===== src/rtl/ee201_gcd_scheduler.sv =====
// Two-requester round-robin job scheduler in front of an external GCD unit.
// Optional macro GCD_ZERO_CHECK_EN: jobs with a zero operand bypass the GCD unit.
module ee201_gcd_scheduler #(
   parameter int WIDTH = 8,
   parameter int CNT_W = 16
) (
   input  logic             Clk,
   input  logic             Reset,
   input  logic             Req0,
   input  logic             Req1,
   input  logic [WIDTH-1:0] A0,
   input  logic [WIDTH-1:0] B0,
   input  logic [WIDTH-1:0] A1,
   input  logic [WIDTH-1:0] B1,
   output logic             Grant0,
   output logic             Grant1,
   output logic             Rdy0,
   output logic             Rdy1,
   input  logic             Rack0,
   input  logic             Rack1,
   output logic [WIDTH-1:0] Result,
   output logic [CNT_W-1:0] Cycles,
   output logic             Owner,
   output logic             Busy,
   output logic             gcd_Start,
   output logic             gcd_Ack,
   output logic [WIDTH-1:0] gcd_Ain,
   output logic [WIDTH-1:0] gcd_Bin,
   input  logic             gcd_Done,
   input  logic [WIDTH-1:0] gcd_Result
);

   typedef enum logic [2:0] {IDLE, LOAD, RUN, ACK, DELIVER} state_t;

   state_t           state_q, state_d;
   logic             owner_q, owner_d;
   logic             prio_q, prio_d;
   logic             grant0_q, grant0_d;
   logic             grant1_q, grant1_d;
   logic             rdy0_q, rdy0_d;
   logic             rdy1_q, rdy1_d;
   logic             start_q, start_d;
   logic             ack_q, ack_d;
   logic             busy_q, busy_d;
   logic [WIDTH-1:0] result_q, result_d;
   logic [CNT_W-1:0] cycles_q, cycles_d;
   logic [WIDTH-1:0] ain_q, ain_d;
   logic [WIDTH-1:0] bin_q, bin_d;

   // prio_q names the requester that wins a simultaneous request.
   logic             win;
   logic [WIDTH-1:0] sel_a, sel_b;

   assign win   = (Req0 && Req1) ? prio_q : Req1;
   assign sel_a = win ? A1 : A0;
   assign sel_b = win ? B1 : B0;

   always_comb begin
      state_d  = state_q;
      owner_d  = owner_q;
      prio_d   = prio_q;
      grant0_d = 1'b0;
      grant1_d = 1'b0;
      rdy0_d   = rdy0_q;
      rdy1_d   = rdy1_q;
      start_d  = 1'b0;
      ack_d    = 1'b0;
      result_d = result_q;
      cycles_d = cycles_q;
      ain_d    = ain_q;
      bin_d    = bin_q;

      case (state_q)
         IDLE: begin
            if (Req0 || Req1) begin
               ain_d    = sel_a;
               bin_d    = sel_b;
               owner_d  = win;
               grant0_d = !win;
               grant1_d = win;
               cycles_d = '0;
`ifdef GCD_ZERO_CHECK_EN
               if (sel_a == '0 || sel_b == '0) begin
                  result_d = sel_a | sel_b;
                  rdy0_d   = !win;
                  rdy1_d   = win;
                  state_d  = DELIVER;
               end else
`endif
               begin
                  start_d = 1'b1;
                  state_d = LOAD;
               end
            end
         end
         LOAD: begin
            cycles_d = '0;
            state_d  = RUN;
         end
         RUN: begin
            // The cycle that samples gcd_Done is itself counted.
            if (cycles_q != '1) cycles_d = cycles_q + 1'b1;
            if (gcd_Done) begin
               result_d = gcd_Result;
               ack_d    = 1'b1;
               state_d  = ACK;
            end
         end
         ACK: begin
            rdy0_d  = !owner_q;
            rdy1_d  = owner_q;
            state_d = DELIVER;
         end
         DELIVER: begin
            if (owner_q ? Rack1 : Rack0) begin
               rdy0_d  = 1'b0;
               rdy1_d  = 1'b0;
               prio_d  = !owner_q;
               state_d = IDLE;
            end
         end
         default: state_d = IDLE;
      endcase

      busy_d = (state_d != IDLE);
   end

   // NOTE: state is updated with non-blocking assignments only; every *_d above
   // gets a default first so the combinational block never infers a latch.
   always_ff @(posedge Clk or negedge Reset) begin
      if (!Reset) begin
         state_q  <= IDLE;
         owner_q  <= 1'b0;
         prio_q   <= 1'b0;
         grant0_q <= 1'b0;
         grant1_q <= 1'b0;
         rdy0_q   <= 1'b0;
         rdy1_q   <= 1'b0;
         start_q  <= 1'b0;
         ack_q    <= 1'b0;
         busy_q   <= 1'b0;
         result_q <= '0;
         cycles_q <= '0;
         ain_q    <= '0;
         bin_q    <= '0;
      end else begin
         state_q  <= state_d;
         owner_q  <= owner_d;
         prio_q   <= prio_d;
         grant0_q <= grant0_d;
         grant1_q <= grant1_d;
         rdy0_q   <= rdy0_d;
         rdy1_q   <= rdy1_d;
         start_q  <= start_d;
         ack_q    <= ack_d;
         busy_q   <= busy_d;
         result_q <= result_d;
         cycles_q <= cycles_d;
         ain_q    <= ain_d;
         bin_q    <= bin_d;
      end
   end

   assign Grant0    = grant0_q;
   assign Grant1    = grant1_q;
   assign Rdy0      = rdy0_q;
   assign Rdy1      = rdy1_q;
   assign gcd_Start = start_q;
   assign gcd_Ack   = ack_q;
   assign Busy      = busy_q;
   assign Owner     = owner_q;
   assign Result    = result_q;
   assign Cycles    = cycles_q;
   assign gcd_Ain   = ain_q;
   assign gcd_Bin   = bin_q;

endmodule


===== config.mk =====
export PLATFORM = sky130hd
export DESIGN_NAME = ee201_gcd_scheduler
export DESIGN_NICKNAME = d
export VERILOG_FILES = /design/src/rtl/ee201_gcd_scheduler.sv
export SDC_FILE = /design/constraint.sdc
export NUM_CORES = 1
export LEC_CHECK = 0
export BUFFER_PORTS_ARGS = -buffer_cell sky130_fd_sc_hd__buf_2
export CELL_PAD_IN_SITES_DETAIL_PLACEMENT = 1
export CELL_PAD_IN_SITES_GLOBAL_PLACEMENT = 2
export CORE_MARGIN = 4
export CORE_UTILIZATION = 26
export DETAILED_ROUTE_END_ITERATION = 16
export PLACE_DENSITY = 0.79
export SLEW_MARGIN = 20
export SYNTH_ARGS = -nofsm -noshare
export SYNTH_HDL_FRONTEND = slang
export SYNTH_SLANG_ARGS = --single-unit

===== constraint.sdc =====
create_clock -name Clk -period 1.8 [get_ports Clk]
set_input_delay 0.27 -clock Clk [delete_from_list [all_inputs] [get_ports Clk]]
set_output_delay 0.27 -clock Clk [all_outputs]
set_load 0.01 [all_outputs]

==> results.sh <==
export IMPL_slew_viol_final=0
export IMPL_critPathCaptureType="flop"
export IMPL_num_antenna_cells=0
export IMPL_reg2reg_from="Cycles[1]"
export IMPL_grt_max_degree=53
export IMPL_synth_edf_count=0
export IMPL_critPathMaxFanout=6
export IMPL_dp_hpwl_mm=5.12
export IMPL_dieWidth_um=106
export IMPL_fin_tns_setup_ns=0
export IMPL_max_slew_worst_pin_slew_ns=0.436
export IMPL_postRouteAntennaNets=0
export IMPL_worstHoldPathType="primary input to flop"
export IMPL_p_comb_share_pct=49.7
export IMPL_numCtsBuffers=5
export IMPL_drtIter0Drc=70
export IMPL_grt_pass1_vias=2344
export IMPL_ys_top_cells_by_count="52 x dfrtp_1, 27 x a21oi_1, 24 x nor2_1"
export IMPL_reg2reg_depth=7
export IMPL_critPathArrivalTime_ns=1.90
export IMPL_insertion_delay_ns=0.30
export IMPL_netlist_area_leader_share_pct=52.6
export IMPL_seqPwrFrac_pct=37.7
export IMPL_clkPwrFrac_pct=12.6
export IMPL_multiInputGateArea_um2=1090
export IMPL_drtPass1Iterations=4
export IMPL_leakage_uw=0.00165
export IMPL_hold_violations=0
export IMPL_status="completed"
export IMPL_fin_crit_ns=1.69
export IMPL_syn_avg_cell_area_um2=10.5
export IMPL_synth_lib_cells_used_distinct=44
export IMPL_gr_usage_met3_pct=4.65
export IMPL_routabilityCongestion=0.751
export IMPL_startpoint="Cycles[1]"
export IMPL_synthTopCellsByArea="dfrtp_1 53%, mux2i_1 7.3%, a21oi_1 5.5%, mux2_2 3.6%, nor2_1 3.6%"
export IMPL_gr_total_overflow=0
export IMPL_post_cts_buffers=0
export IMPL_yosys_cell_count_top_type="dfrtp_1"
export IMPL_drc=0
export IMPL_clock_sinks=52
export IMPL_grt_pass1_wl_mm=11.4
export IMPL_use_met2_pct=19.8
export IMPL_intPower_uw=3050
export IMPL_power_switching_uw=2050
export IMPL_startpoint_type="flop"
export IMPL_placementRows=35
export IMPL_path_class="flop to flop"
export IMPL_dieArea_um2=11100
export IMPL_place_ws_ns=0.0426
export IMPL_peakVddDrop_mv=0.561
export IMPL_cts_buffer_depth=2
export IMPL_cts_tree="built"
export IMPL_post_drt_via_cell_ratio=4.73
export IMPL_drt_wl_total_mm=6.79
export IMPL_min_from="gcd_Result[2]"
export IMPL_drv_cap=0
export IMPL_antenna_found_initial=0
export IMPL_clkSlewWorstSetupHoldPaths_ns=0.10
export IMPL_cts_root_buf="clkbuf_8"
export IMPL_synthToLayoutAreaGrowth_pct=37.0
export IMPL_whs_path_depth=2
export IMPL_finClkSkew_ns=0.0156
export IMPL_fmax_mhz=591
export IMPL_yosys_area_top_type="dfrtp_1"
export IMPL_finalSetupViolCount=0
export IMPL_min_period_over_period_pct=94.0
export IMPL_core_area_um2=9240
export IMPL_post_drt_wl_per_cell_um=14.1
export IMPL_grt_use_met1_pct=16.0
export IMPL_swShare_pct=40.2
export IMPL_yosys_register_bits=52
export IMPL_synthCells=236
export IMPL_powerDensity_nw_per_um2=1500
export IMPL_pin_count=95
export IMPL_synth_seq_area_share_pct=52.6
export IMPL_syn_nets=284
export IMPL_max_slew_margin_rel_pct=71.0
export IMPL_required_ns=2.01
export IMPL_finalPower_uw=5100
export IMPL_htreeDepth=2
export IMPL_register_area_um2=1300
export IMPL_synth_top_flop_cell="dfrtp_1"
export IMPL_portBuffers=94
export IMPL_rsz0062_at_grt="no"
export IMPL_setup_ws_ns=0.108
export IMPL_synth_area_um2=2470
export IMPL_initial_core_util_pct=26.8
export IMPL_grt_usage_pct=12.3
export IMPL_vias=2285
export IMPL_layout_drive_gt1_share_pct=42.9
export IMPL_fin_nets=402
export IMPL_fill_cells=1089
export IMPL_synthArstFlopShare_pct=100
export IMPL_die_h_um=106
export IMPL_grt_busiest_layer="met2"
export IMPL_ys_warn_count=0
cells in the final DEF (no fill, tap or decap), types with 2 or more instances in the layout:
| cell type | instances |
|---|---|
| buf_2 | 94 |
| dfrtp_1 | 52 |
| buf_4 | 29 |
| a21oi_1 | 27 |
| nor2_1 | 24 |
| mux2i_1 | 18 |
| a31oi_1 | 13 |
| nand2_1 | 12 |
| nand3_1 | 9 |
| mux2_2 | 8 |
| o21ai_0 | 6 |
| inv_1 | 5 |
| nor3_1 | 5 |
| clkbuf_8 | 5 |
| o21a_1 | 3 |
| and2_1 | 2 |
| or2_2 | 2 |
| nand4_2 | 2 |
| nand4_1 | 2 |
| nor4_2 | 2 |
| a41oi_1 | 2 |
| and3_1 | 2 |
| o21ai_1 | 2 |
| buf_12 | 2 |
power groups by stage:
| stage | Clock, µW | Combinational (µW) | Sequential [µW] |
|---|---|---|---|
| finish | 643 | 2530 | 1920 |
| floorplan | 0 | 1220 | 2170 |
| global placement | 0 | 2530 | 1920 |
| detailed placement | 0 | 2600 | 1940 |
| global route | 733 | 2830 | 2000 |
| CTS | 681 | 2590 | 1930 |
metal layers:
metal  wire [µm]  vias to the layer above
met5           0                        -
met4           0                        0
met3         594                        0
met2        3210                       70
met1        2980                     1116
li1            -                     1099
worst max-delay path: stages (launching register included):
cell	delay, ns
dfrtp_1	0.37
ha_2	0.21
nand4_2	0.14
nor4_2	0.29
buf_4	0.16
a21oi_1	0.08
buf_4	0.18
a31oi_1	0.17
final cells by class:
cell class	count	area share (%)
Sequential cell	52	38.4
Timing Repair Buffer	126	21.8
Inverter	5	0.554
Tap cell	129	4.76
Multi-Input combinational cell	164	32.3
Clock inverter	1	0.148
Clock buffer	6	2.14
state kept, by name, summed over array words and instances, names as in the netlist, 3 cells and up:
register	count
Cycles	16
Result	8
gcd_Ain	8
gcd_Bin	8
state_q	3
metrics by stage:
step	cells	util, %	instance area [µm²]	hold slack, ns
floorplan	236	-	2480	-0.0256
global placement	475	35.6	3290	0.292
detailed placement	475	35.6	3290	0.291
CTS	483	36.5	3370	0.182
global route	483	36.7	3390	0.176
finish	483	36.7	3390	0.197
final timing paths:
kind,endpoint,slack (ns)
worst max-delay path,Cycles[12],0.11
worst min-delay path,Result[2],0.20
worst max register to register,Cycles[12],0.11
worst min register to register,Result[6],0.51
max in group asynchronous,Busy,1.06
min in group asynchronous,Result[2],0.47
kinds of logic (layout without fill, tap and decap cells):
group,after synthesis,in the layout,share of synthesized area (%)
AO/OA/AOI/OAI,63,63,15.5
XOR/XNOR,1,1,0.354
adder cells (fa/ha/maj),1,1,0.505
buffers and inverters,20,138,4.35
flip-flops,52,52,52.6
multiplexers,26,26,10.9
AND/OR/NAND/NOR,73,73,15.8
repair_timing:
| item | in CTS | in global routing |
|---|---|---|
| hold buffers | 1 | 0 |
| endpoints found under the setup margin | 0 | 7 |
| gates resized for setup | 0 | 3 |
| endpoints found under the hold margin | 52 | 0 |
(Power assumes the default switching activity.)
